File: src/rtl/pool_pkg.sv
// Shared definitions for the pool feeder and the average-pool engine it drives.
package pool_pkg;

    localparam int unsigned POINTS_PER_CHANNEL = 49;
    localparam int unsigned DEFAULT_TIMEOUT    = 255;
    localparam int unsigned COUNT_WIDTH        = 11;
    localparam int unsigned INDEX_WIDTH        = 10;
    localparam int unsigned POINT_WIDTH        = 6;

    typedef enum logic [2:0] {
        IDLE,
        READ,
        DRAIN,
        WAIT_POOL,
        WRITE,
        FINISH
    } state_t;

    // Limit a requested channel count to what the feeder supports.
    function automatic logic [COUNT_WIDTH-1:0] clamp_channels(
        input logic [COUNT_WIDTH-1:0] requested,
        input int unsigned            max_channels
    );
        if (requested > COUNT_WIDTH'(max_channels)) begin
            return COUNT_WIDTH'(max_channels);
        end
        return requested;
    endfunction

endpackage

File: src/rtl/pool_feeder.sv
// Streams 49 feature-map points per channel into an average-pool engine and
// returns one captured average per channel.
module pool_feeder
    import pool_pkg::*;
#(
    parameter int unsigned DATA_WIDTH   = 32,
    parameter int unsigned ADDR_WIDTH   = 16,
    parameter int unsigned MAX_CHANNELS = 1024,
    parameter int unsigned TIMEOUT      = DEFAULT_TIMEOUT
) (
    input  logic                   clock,
    input  logic                   reset,
    input  logic                   start,
    input  logic [COUNT_WIDTH-1:0] num_channels,
    output logic                   mem_rd_en,
    output logic [ADDR_WIDTH-1:0]  mem_addr,
    input  logic [DATA_WIDTH-1:0]  mem_rd_data,
    output logic [DATA_WIDTH-1:0]  point_data,
    output logic                   point_valid,
    input  logic                   pool_done,
    input  logic [DATA_WIDTH-1:0]  pool_average,
    output logic                   result_valid,
    output logic [DATA_WIDTH-1:0]  result_data,
    output logic [INDEX_WIDTH-1:0] result_index,
    output logic                   busy,
    output logic                   finished,
    output logic                   error
);

    localparam int unsigned TO_W = (TIMEOUT < 2) ? 1 : $clog2(TIMEOUT + 1);
    localparam logic [TO_W-1:0]        TO_LAST    = TO_W'(TIMEOUT - 1);
    localparam logic [POINT_WIDTH-1:0] LAST_POINT = POINT_WIDTH'(POINTS_PER_CHANNEL - 1);
    localparam logic [ADDR_WIDTH-1:0]  BASE_STEP  = ADDR_WIDTH'(POINTS_PER_CHANNEL);

    state_t                  state;
    logic [COUNT_WIDTH-1:0]  chan_total;
    logic [COUNT_WIDTH-1:0]  channel;
    logic [POINT_WIDTH-1:0]  point;
    logic [ADDR_WIDTH-1:0]   base;
    logic [TO_W-1:0]         to_cnt;

    // Read data returns one cycle after the strobe; forward it only while valid.
    assign point_data = point_valid ? mem_rd_data : '0;

    always_ff @(posedge clock or posedge reset) begin
        if (reset) begin
            state        <= IDLE;
            chan_total   <= '0;
            channel      <= '0;
            point        <= '0;
            base         <= '0;
            to_cnt       <= '0;
            mem_rd_en    <= 1'b0;
            mem_addr     <= '0;
            point_valid  <= 1'b0;
            result_valid <= 1'b0;
            result_data  <= '0;
            result_index <= '0;
            busy         <= 1'b0;
            finished     <= 1'b0;
            error        <= 1'b0;
        end else begin
            mem_rd_en    <= 1'b0;
            result_valid <= 1'b0;
            finished     <= 1'b0;
            point_valid  <= mem_rd_en;

            // A completion pulse we are not waiting for is a protocol error.
            if (pool_done && (state != WAIT_POOL)) begin
                error <= 1'b1;
            end

            unique case (state)
                IDLE: begin
                    if (start) begin
                        busy       <= 1'b1;
                        chan_total <= clamp_channels(num_channels, MAX_CHANNELS);
                        channel    <= '0;
                        point      <= '0;
                        base       <= '0;
                        if (num_channels == '0) begin
                            state <= FINISH;
                        end else begin
                            error <= 1'b0;
                            state <= READ;
                        end
                    end
                end

                READ: begin
                    mem_rd_en <= 1'b1;
                    mem_addr  <= base + ADDR_WIDTH'(point);
                    point     <= point + POINT_WIDTH'(1);
                    if (point == LAST_POINT) begin
                        state <= DRAIN;
                    end
                end

                DRAIN: begin
                    to_cnt <= '0;
                    state  <= WAIT_POOL;
                end

                WAIT_POOL: begin
                    if (pool_done) begin
                        result_data <= pool_average;
                        state       <= WRITE;
                    end else if (to_cnt == TO_LAST) begin
                        error <= 1'b1;
                        state <= FINISH;
                    end else begin
                        to_cnt <= to_cnt + TO_W'(1);
                    end
                end

                WRITE: begin
                    result_valid <= 1'b1;
                    result_index <= INDEX_WIDTH'(channel);
                    // Channel base advances by a constant stride; no multiply needed.
                    base         <= base + BASE_STEP;
                    channel      <= channel + COUNT_WIDTH'(1);
                    point        <= '0;
                    if ((channel + COUNT_WIDTH'(1)) == chan_total) begin
                        state <= FINISH;
                    end else begin
                        state <= READ;
                    end
                end

                FINISH: begin
                    finished <= 1'b1;
                    busy     <= 1'b0;
                    state    <= IDLE;
                end

                default: state <= IDLE;
            endcase
        end
    end

endmodule

File: config.mk
export PLATFORM = sky130hd
export DESIGN_NAME = pool_feeder
export DESIGN_NICKNAME = d
export VERILOG_FILES = /design/src/rtl/pool_pkg.sv /design/src/rtl/pool_feeder.sv
export SDC_FILE = /design/constraint.sdc
export NUM_CORES = 1
export LEC_CHECK = 0
export CAP_MARGIN = 10
export CORE_MARGIN = 2
export CORE_UTILIZATION = 30
export CTS_CLUSTER_SIZE = 28
export DETAILED_ROUTE_END_ITERATION = 10
export HOLD_SLACK_MARGIN = 0.1
export SYNTH_ARGS = -nofsm -noshare
export SYNTH_HDL_FRONTEND = slang
export SYNTH_SLANG_ARGS = --single-unit
File: constraint.sdc
create_clock -name clock -period 5.6 [get_ports clock]
set_clock_uncertainty 0.05 [all_clocks]
set_input_delay 0.56 -clock clock [delete_from_list [all_inputs] [get_ports clock]]
set_output_delay 0.56 -clock clock [all_outputs]
set_load 0.01 [all_outputs]
==> flow_summary.toml <==
[status]
run_status = "completed"

[pwr]
p_int_mw = 2.70
peakVddDrop_uv = 234
power_leakage_nw = 3.55
power_density_nw_per_um2 = 459
combPwrFrac = 0.339
clockPowerShare = 0.322
switching_power_mw = 1.19
switching_share = 0.305
seq_power_share = 0.339

[route]
dr.pass1.iters = 4
wl_um = 13900
num_vias = 4669
drc = 0
drtAntennaViolNets = 0
viasPerCell = 4.52
drtIter0Drc = 219
wl_per_cell_um = 13.4

[timing]
max_freq_mhz = 388
final.setup.tns_ps = 0
slew_headroom = 0.345
min_period_ps = 2580
tightest_slew_ps = 983
final-setup-viol-count = 0
hold_viol = 0
timing.final.crit_share = 0.460
rsz0062_at_grt = "no"
maxSlewViolCount = 0

[final_layout]
area_delta_synth_final_pct = 45.2
num-fill-cells = 1848
antenna_cells = 0
fin_util = 0.448
final_area_um2 = 8460
drive_above_1_share = 0.0984
nets = 851

[global_route]
grt_max_degree = 79
grt_first_pass_wirelength_um = 22500
grtUsageTotal = 0.137
grt_overflow_total = 0
antenna_found_initial = 0
grt_pass1_vias = 4533

[cts]
cts_tree = "yes"
postCtsHoldBufs = 0
cts_max_level = 4
cts_resized = 0
cts_sinks = 119
insertion_delay_ps = 420
ctsRootBufferMaster = "clkbuf_16"
clk_pin_slew_ps = 50
postCtsSetupRepairBufs = 0
cts_made_buffers = 17
clock_path_buffers = 2

[worst_setup_path]
critPathLaunchType = "flip-flop"
cp.arrival_ps = 1970
endpoint_kind = "primary output"
critical_path_class = "reg -> out"
r2r_start = "point[0]$_DFFE_PP0P_"
worstSetupStartpoint = "point_valid$_DFF_PP0_"
required_ps = 4990
cp_max_fo = 33

[floorplan]
die_x_um = 143
die_area_um2 = 20600
start_util = 0.308
die_h_um = 143
row_count = 50
io_pins = 175
core_region_area_um2 = 18900

[place]
place.gp.congestion = 0.783
port_buffers = 174
placed_cell_area_um2 = 7790
dp_hpwl_um = 9680

[synthesis]
syn_inst = 593
yosysTopAreaCell = "dfrtp_1"
syn_nets = 685
syn_area_per_cell_um2 = 9.83
ys_seq_area_frac = 0.511
synth_common_cells = "dfrtp_1 (119), nand2_1 (105), o21ai_0 (61)"
async_flop_share = 1.00
synthFlopType = "dfrtp_1"
yosys_warnings = 0
synth_edf_count = 0
yosysMostFrequentCell = "dfrtp_1"
yosys.area.top_type_share = 0.511
ys_ff_latch = 119
synth_cell_types = 50
synthTopCellsByArea = "dfrtp_1 (51%), nand2_1 (6.8%), mux2_2 (6.6%)"
syn_area_um2 = 5830

[worst_hold_path]
hp-start = "mem_rd_en$_DFF_PP0_"
hold_path_class = "reg -> reg"

[job]
drv_cap = 0
==> worst max-delay path: stages (launching register included) <==
cell	delay [ps]
dfrtp_1	780
and2_1	220
clkdlybuf4s50_1	550
==> sequential cells by signal (all words and copies together) (netlist names) <==
register / count
result_index: 10
finished: 1
busy: 1
result_valid: 1
state: 3
error: 1
point_valid: 1
base: 16
mem_addr: 16
result_data: 32
mem_rd_en: 1
chan_total: 11
to_cnt: 8
channel: 11
point: 6
==> power groups by stage <==
| stage | clock network, mW | registers, mW | logic, mW |
|---|---|---|---|
| 6_report | 1.25 | 1.32 | 1.32 |
| 5_1_grt | 1.32 | 1.36 | 1.45 |
| 4_1_cts | 1.28 | 1.32 | 1.34 |
| 3_5_place_dp | 0 | 1.34 | 1.34 |
| 3_3_place_gp | 0 | 1.33 | 1.34 |
| 2_1_floorplan | 0 | 1.35 | 0.643 |
==> layout by cell type (no fill, tap or decap), types with 12 or more instances in the layout <==
cell type / synthesis / layout
nor2_1: 30 / 30
and2_1: 33 / 33
xor2_1: 16 / 16
xnor2_1: 21 / 21
a21oi_1: 19 / 19
clkdlybuf4s50_1: 0 / 174
o21ai_0: 61 / 61
nand3_1: 23 / 23
nand2_1: 105 / 105
ha_1: 12 / 12
clkbuf_16: 0 / 17
mux2_2: 34 / 34
dfrtp_1: 119 / 119
==> routing by layer <==
metal,routed length [um],vias up,global-route usage
li1,-,2360,-
met1,6510,2181,0.180
met2,6410,115,0.221
met3,808,13,0.0407
met4,119,0,0.0402
met5,0,-,0
==> worst paths after layout <==
path / end / slack (ps) / depth (start not counted)
min in group asynchronous: result_data[30]$_DFFE_PP0P_ / 680 / 2
max reg2reg: mem_addr[14]$_DFFE_PP0P_ / 3050 / 10
min: point_valid$_DFF_PP0_ / 330 / 0
max in group asynchronous: to_cnt[4]$_DFFE_PP0P_ / 3710 / 3
min reg2reg: point_valid$_DFF_PP0_ / 330 / 0
max: point_data[12] / 3020 / 2
==> cell type report <==
type / instances / area (um^2) / area share
clock buffers: 18 / 429 / 0.0507
inverters: 12 / 47.5 / 0.00562
flip-flops and latches: 119 / 2980 / 0.352
clock inverters: 14 / 245 / 0.0290
multi-input cells: 431 / 2670 / 0.315
repair buffers: 178 / 1770 / 0.209
well taps: 260 / 325 / 0.0384
==> per-stage QoR <==
stage | total power, mW | setup WS (ps) | instances | hold slack, ps
6_report | 3.89 | 3020 | 1032 | 329
3_3_place_gp | 2.67 | 3110 | 1000 | 312
5_1_grt | 4.13 | 2810 | 1032 | 347
2_1_floorplan | 1.99 | 1830 | 593 | 366
3_5_place_dp | 2.68 | 3080 | 1000 | 322
4_1_cts | 3.95 | 2970 | 1032 | 334
==> logic make-up (layout without fill, tap and decap cells) <==
logic type / Yosys count / after routing / share of synthesized area
xor gates and xnor gates: 38 / 38 / 0.0584
DFF: 119 / 119 / 0.511
adders and majority gates: 13 / 13 / 0.0292
and+or+nand+nor: 237 / 237 / 0.196
muxes: 36 / 36 / 0.0691
AOI/OAI and AO/OA: 107 / 107 / 0.105
buffers and inverters: 43 / 222 / 0.0316
(Power assumes the default switching activity.)
